`config.mk`:
```
export PLATFORM = sky130hd
export DESIGN_NAME = inta_sequencer
export DESIGN_NICKNAME = d
export VERILOG_FILES = /design/src/rtl/inta_sequencer.sv
export SDC_FILE = /design/constraint.sdc
export NUM_CORES = 1
export LEC_CHECK = 0
export ABC_AREA = 1
export BUFFER_PORTS_ARGS = -buffer_cell sky130_fd_sc_hd__buf_2
export CAP_MARGIN = 20
export CORE_AREA = 2 2 61 63
export CTS_CLUSTER_DIAMETER = 50
export DETAILED_ROUTE_END_ITERATION = 10
export DIE_AREA = 0 0 63 65
export GPL_TIMING_DRIVEN = 0
export HOLD_SLACK_MARGIN = 0.06
export PLACE_DENSITY = 0.76
export SETUP_SLACK_MARGIN = 0.15
export SYNTH_ARGS = -nofsm -noshare
export SYNTH_HDL_FRONTEND = slang
export SYNTH_SLANG_ARGS = --single-unit
```
`constraint.sdc`:
```
create_clock -name clk -period 1.9 [get_ports clk]
set_input_delay 0.095 -clock clk [delete_from_list [all_inputs] [get_ports clk]]
set_output_delay 0.095 -clock clk [all_outputs]
set_load 0.005 [all_outputs]
```
`src/rtl/inta_sequencer.sv`:
```
// Processor-side 8259 interrupt-acknowledge sequencer: drives the INTA_N pulse train,
// captures the PIC data bytes and presents the vector. Optional macro CALL_CHECK_EN.
module inta_sequencer #(
  parameter int PULSE_W = 2,
  parameter int GAP_W   = 1
) (
  input  logic        clk,
  input  logic        reset,
  input  logic        INT,
  input  logic        enable,
  input  logic        mode_8086,
  input  logic [7:0]  D,
  output logic        INTA_N,
  output logic        busy,
  output logic        vector_valid,
  output logic [15:0] vector,
  input  logic        vector_ack,
  output logic        opcode_err
);

  localparam int CNT_MAX = (PULSE_W > GAP_W) ? PULSE_W : GAP_W;
  localparam int CNT_W   = (CNT_MAX > 1) ? $clog2(CNT_MAX) : 1;
  localparam logic [CNT_W-1:0] PULSE_LAST = CNT_W'(PULSE_W - 1);
  localparam logic [CNT_W-1:0] GAP_LAST   = CNT_W'(GAP_W - 1);

  typedef enum logic [1:0] {IDLE, PULSE, GAP, VALID} state_t;

  state_t           state;
  logic [1:0]       pulse_num;
  logic [CNT_W-1:0] width_cnt;
  logic             mode_lat;
  logic [7:0]       lo_byte;
  logic             last_pulse;

  // 8086 acknowledges with two pulses, 8080 with three
  assign last_pulse = mode_lat ? (pulse_num == 2'd1) : (pulse_num == 2'd2);

  always_ff @(posedge clk or posedge reset) begin
    if (reset) begin
      state        <= IDLE;
      pulse_num    <= 2'd0;
      width_cnt    <= '0;
      mode_lat     <= 1'b0;
      lo_byte      <= 8'h00;
      INTA_N       <= 1'b1;
      busy         <= 1'b0;
      vector_valid <= 1'b0;
      vector       <= 16'h0000;
`ifdef CALL_CHECK_EN
      opcode_err   <= 1'b0;
`endif
    end else begin
      case (state)
        IDLE: begin
          if (INT && enable) begin
            state     <= PULSE;
            pulse_num <= 2'd0;
            width_cnt <= '0;
            mode_lat  <= mode_8086;
            INTA_N    <= 1'b0;
            busy      <= 1'b1;
`ifdef CALL_CHECK_EN
            opcode_err <= 1'b0;
`endif
          end
        end
        PULSE: begin
          if (width_cnt == PULSE_LAST) begin
            width_cnt <= '0;
            INTA_N    <= 1'b1;
            // D is sampled on the last edge INTA_N is still low
            case (pulse_num)
              2'd0: begin
`ifdef CALL_CHECK_EN
                if (!mode_lat && (D != 8'hCD))
                  opcode_err <= 1'b1;
`endif
              end
              2'd1: begin
                lo_byte <= D;
                if (mode_lat)
                  vector <= {8'h00, D};
              end
              default: vector <= {D, lo_byte};
            endcase
            if (last_pulse) begin
              state        <= VALID;
              busy         <= 1'b0;
              vector_valid <= 1'b1;
            end else begin
              state <= GAP;
            end
          end else begin
            width_cnt <= width_cnt + 1'b1;
          end
        end
        GAP: begin
          if (width_cnt == GAP_LAST) begin
            state     <= PULSE;
            width_cnt <= '0;
            pulse_num <= pulse_num + 2'd1;
            INTA_N    <= 1'b0;
          end else begin
            width_cnt <= width_cnt + 1'b1;
          end
        end
        VALID: begin
          if (vector_ack) begin
            vector_valid <= 1'b0;
            state        <= IDLE;
          end
        end
        default: state <= IDLE;
      endcase
    end
  end

`ifndef CALL_CHECK_EN
  assign opcode_err = 1'b0;
`endif

endmodule

```
# Word-level counts from Yosys, hierarchy flattened
# Index checks and enable logic that the tools add are counted.
[op_classes]
muxes = 27
addsub = 2
n_reduce_logical = 16
n_bitwise = 1
eq_ne = 11
[ops]
columns = ["op", "n"]
rows = [
  ["$pmux W16 S2", 1],
  ["$reduce_and A4 Y1", 5],
  ["$mux W16", 1],
  ["$mux W1", 13],
  ["$mux W2", 6],
  ["$ne A2 B2 Y1 const B", 6],
  ["$pmux W2 S4", 1],
  ["$eq A2 B2 Y1 const B", 3],
  ["$pmux W1 S3", 2],
  ["$reduce_and A3 Y1", 2],
  ["$reduce_bool A2 Y1", 3],
  ["$eq A2 B1 Y1 const B", 2],
  ["$logic_not A2 Y1", 2],
  ["$pmux W1 S2", 2],
  ["$pmux W2 S2", 1],
  ["$reduce_and A2 Y1", 2],
  ["$reduce_bool A3 Y1", 1],
  ["$add A2 B1 Y2 const B", 1],
  ["$add A1 B1 Y1 const B", 1],
  ["$logic_and A1 B1 Y1", 1],
  ["$not A1 Y1", 1],
]
[word_totals]
reg_bits = 33
output_inout_bits = 20
word_cells = 66

# Longest topological paths before layout
[depth]
word_depth = 5
ltp_mapped = 9
depth_no_buf = 8

# Worst setup path before layout
# No wires, ideal clock.
[synth_path]
kind = "reg-to-reg"
startpoint = "reg state[1]"
endpoint = "reg vector[15]"
arrival_time_ns = 1.414
path_slack_ns = 0.368
setup_ns = 0.118
required_time_ns = 1.782
path_buffers = 1
path_stages_with_launch = 9
path_cell_list = "dfrtp_1 inv_1 ha_1 nand2_2 nor3_4 inv_4 buf_6 nand2_1 nand2_1"
[synth_between]
elab_chain_cells = 2
[synth_rtl]
columns = ["item", "line_no", "source"]
rows = [
  ["from (decl)", "28", "state_t state;"],
  ["from (signal assigned)", "40", "state <= IDLE;"],
  ["from (signal assigned)", "56", "state <= PULSE;"],
  ["from (signal assigned)", "87", "state <= VALID;"],
  ["$eq A2 B1 Y1", "53", "case (state)"],
  ["$reduce_and A4 Y1 (no source line)", "n/a", ""],
  ["to (signal assigned)", "82", "vector <= {8'h00, D};"],
  ["to (signal assigned)", "84", "default: vector <= {D, lo_byte};"],
  ["to (decl)", "16", "output logic [15:0] vector,"],
]
# Every way passes these cells.
# A chain may end at the register's enable or synchronous reset.

# Final worst setup path
[layout_path]
startpoint = "reg state[1]"
endpoint = "reg vector[8]"
# Same word-level chain as after synthesis.

==> results.md <==
- The flow ran to the end, and the final reports show no timing, DRC or antenna violations.
- The clock tree from TritonCTS is built.
- The number of instances on the worst hold path is 4.
- The summed negative setup slack over all endpoints is 0 ns.
- The total grt overflow is 0.
- Once the floorplan was initialized, standard cells occupied between 40 and 50% of the core.
- Dividing the synthesized area by the synthesized cell count gives 8.05 um2.
- Synthesis inferred 33 register bits.
- In this run the tightest slew margin relative to its limit is about 58%.
- The most common cell after layout, fill and taps aside is nand2_1.
- Summing all multi-input logic gate instances after layout gives 682 um2.
- Of the available clock period, the critical path in the final layout requires roughly 86%.
- The antenna violation net count after detailed routing is 0.
- The number of CTS-inserted buffers is 5.
- The internal power of the cells is between 1.5 and 2 mW.
- The switching share of power is about two fifths.
- When the netlist entered floorplanning its net count stood at ~220.
- 0 antenna diodes ended up in the layout.
- The clock network latency to the later pin of the worst-skew pair is 0.34 ns.
- The kind of critical path is flop to flop.
- Of the total power, registers draw about two fifths.
- The post-synthesis to final-layout area growth is 26.0%.
- Leaving out fill and tap cells, the most frequent cells in the layout are 78 x nand2_1, 33 x buf_2, 32 x dfrtp_1, 19 x inv_1.
- The global-route wire length before repair is about 5.9 mm.
- Detailed placement ended at an HPWL of roughly 2.3 mm.
- Of the cells placed in the final design, the portion with a size suffix greater than 1 is around a fifth.
- Along the worst path, the maximum fanout reaches 10.
- After the last flow step, the layout net total stands at ~280.
- The hold violation total from the final report was 0.
- The count of synthesis-stage warnings from yosys is 0.
- In this run the tool buffered the top-level ports with 32 buffer cells.
- The worst path in the final design needs a cycle of approximately 1.6 ns, including I/O delays and setup.
- The clock skew after layout is between 0.009 and 0.01 ns.
- After clock tree synthesis, the clock-pin slew on the worst setup and hold paths is roughly 0.10 ns.
- The distinct cell type count after synthesis is 20.
- Counting every instance in the synthesized netlist gives a little over 200.
- The routed layout has roughly 1400 vias.
- The launch instance of the worst register-to-register path is state[1]$_DFFE_PP0P_.
- The combinational cell fraction of total power is between 40 and 50%.
- For this block, the initial DRC count from the detailed router was 46.
- Setup repair after global routing left no endpoint under its margin.
- Dividing the detail-routed via count by the number of cells gives between 4 and 5.
- In the post-route analysis, the smallest setup slack over all paths is about 0.27 ns.
- At the end of routability-driven placement, the weighted congestion stood at 0.806.
- The leakage power figure is 1.13 nW.
- The area after detailed placement is about 1900 um2.
- The data arrival time of the critical path is roughly 1.9 ns.
- The clock network accounts for 13.8% of the total power.
- The I/O pin count is 34.
- STA classifies the critical path startpoint as a flop.
- CTS saw 33 sinks.
- The vertical die dimension is about 65 um.
- The H-tree was split into 2 levels.
- After floorplanning, the core was divided into 22 placement rows.
- The region available for standard cell placement spans roughly 3500 um2.
- Across every metal layer, demand over resource in global routing totals a little under a fifth.
- The filler cell count is 320.
- In this run the worst hold path is classified as input pin to flop.
- The final layout contains routed wiring with a total length of 3.34 mm.
- The number of max-slew violations in the final report was 0.
- Once layout is done, the placed cells without fillers occupy between 2000 and 2500 um2.
- The final routed DRC violation total is 0.
- Total power for the finished layout comes to roughly 3.0 mW.
- Entering global routing, the biggest net connects 20 pins.
- The tree is rooted in a clkbuf_4.
- At the pin with the least slew margin, the transition time is around 0.64 ns.
- STA puts the critical path data required time at about 2.1 ns.
- The maximum resistive drop on vdd is between 0.0007 and 0.0008 V.
- The die covers around 4100 um2.
- The fraction of the yosys area taken by sequential cells is between 50% and 60%.
- Max-cap violations in this run came to 0.
- The category of the worst setup path capture point is a flop.
- Power spread over the standard cell area amounts to 1450 nW/um2.
- Summing all flip-flop and latch instances after layout gives slightly above 800 um2.
- In this run the deepest clock path goes through 2 buffers.
- The average wire per cell in the routed design is ~11 um.
- The number of global-route vias before repair was about 1400.
- The switching component of the power is 1.19 mW.
- The pre-CTS worst setup slack is about 0.14 ns.
- After synthesis the cells add up to 1630 um2.
- The critical path starts at state[1]$_DFFE_PP0P_.
- The number of optimization iterations in the first detailed-route pass is 4.
- The floorplan step set the die width to between 60 and 70 um.
- Based on the critical path, the design can be clocked at up to 0.615 GHz.
- The number of antenna violations at the first check in global routing was 0.
- Measured in cells, the most critical reg-to-reg path has a length of 8.
- Setup violations remaining at the end of the flow were counted as 0.
- The worst hold path begins at enable.
synthesized netlist by cell type:
cell type / number / area (um2)
inv_2: 1 / 3.75
ha_1: 8 / 100
nand2_1: 78 / 293
clkbuf_1: 2 / 7.51
nor2_1: 12 / 45.0
inv_4: 1 / 6.26
nand3b_1: 1 / 7.51
buf_4: 1 / 7.51
nand2_2: 1 / 6.26
nand3_1: 17 / 85.1
buf_6: 2 / 22.5
inv_1: 19 / 71.3
conb_1: 1 / 3.75
buf_2: 1 / 5.00
dfstp_2: 1 / 26.3
o21ai_0: 16 / 80.1
a21oi_1: 6 / 30.0
nor3_4: 1 / 16.3
dfrtp_1: 32 / 801
o211ai_1: 1 / 7.51
flip-flops by register name, indices dropped and copies added (netlist names):
name,cells
state,2
lo_byte,8
vector,16
width_cnt,1
vector_valid,1
mode_lat,1
INTA_N,1
pulse_num,2
busy,1
layer usage:
metal  track usage, %  share of wire [%]
met2             33.5                 49
met4             8.89                2.2
met1             20.6                 44
met5                0                  0
met3             5.21                5.2
area by class of cell:
type | instances | area share, %
Buffer | 6 | 2.14
Timing Repair Buffer | 44 | 14.4
Tap cell | 48 | 2.93
Multi-Input combinational cell | 142 | 33.3
Sequential cell | 33 | 40.4
Clock buffer | 8 | 2.87
Inverter | 21 | 3.97
what timing repair did:
| action | CTS | global route |
|---|---|---|
| resized for setup | 0 | 4 |
| hold buffers | 10 | 0 |
| pin swaps | 1 | 1 |
| endpoints found under the hold margin | 31 | 0 |
| setup endpoints to repair | 9 | 22 |
| setup buffers | 1 | 0 |
worst max-delay path, cell delays in order, from the launching register on:
cell	delay [ns]
dfrtp_1	0.41
inv_1	0.13
ha_2	0.25
nand2_2	0.08
nor3_4	0.28
inv_4	0.09
buf_6	0.15
nand2_1	0.06
nand2_1	0.05
final timing paths:
path / endpoint / slack [ns]
min reg2reg: vector[3]$_DFFE_PP0P_ / 0.47
min in group asynchronous: vector[4]$_DFFE_PP0P_ / 0.37
max in group asynchronous: INTA_N$_DFFE_PP1P_ / 0.93
min: mode_lat$_DFFE_PP0P_ / 0.11
max: vector[8]$_DFFE_PP0P_ / 0.27
max reg2reg: vector[8]$_DFFE_PP0P_ / 0.27
per-stage QoR:
| step | utilization (%) | cells | hold WS [ns] |
|---|---|---|---|
| 2_1_floorplan | - | 202 | 0.216 |
| 3_3_place_gp | 52.8 | 282 | 0.307 |
| 3_5_place_dp | 53.6 | 283 | 0.209 |
| 4_1_cts | 58.3 | 302 | 0.0957 |
| 5_1_grt | 58.6 | 302 | 0.139 |
| 6_report | 58.6 | 302 | 0.107 |
power by group through the flow:
| stage | Sequential (mW) | Combinational, mW | Clock [mW] |
|---|---|---|---|
| 6_report | 1.22 | 1.33 | 0.410 |
| 5_1_grt | 1.27 | 1.56 | 0.456 |
| 4_1_cts | 1.22 | 1.34 | 0.420 |
| 3_5_place_dp | 1.24 | 1.31 | 0 |
| 3_3_place_gp | 1.22 | 1.27 | 0 |
| 2_1_floorplan | 1.24 | 0.879 | 0 |
cells by family (layout without fill, tap and decap cells):
group / after synthesis / in the layout / share of synthesized area, %
AO/OA/AOI/OAI: 23 / 23 / 7.24
AND/OR/NAND/NOR: 110 / 110 / 27.9
buffers and inverters: 27 / 79 / 7.62
adder cells (fa/ha/maj): 8 / 8 / 6.16
flip-flops: 33 / 33 / 50.9
other: 1 / 1 / 0.231
No activity file was read; power rests on OpenSTA's default activity.
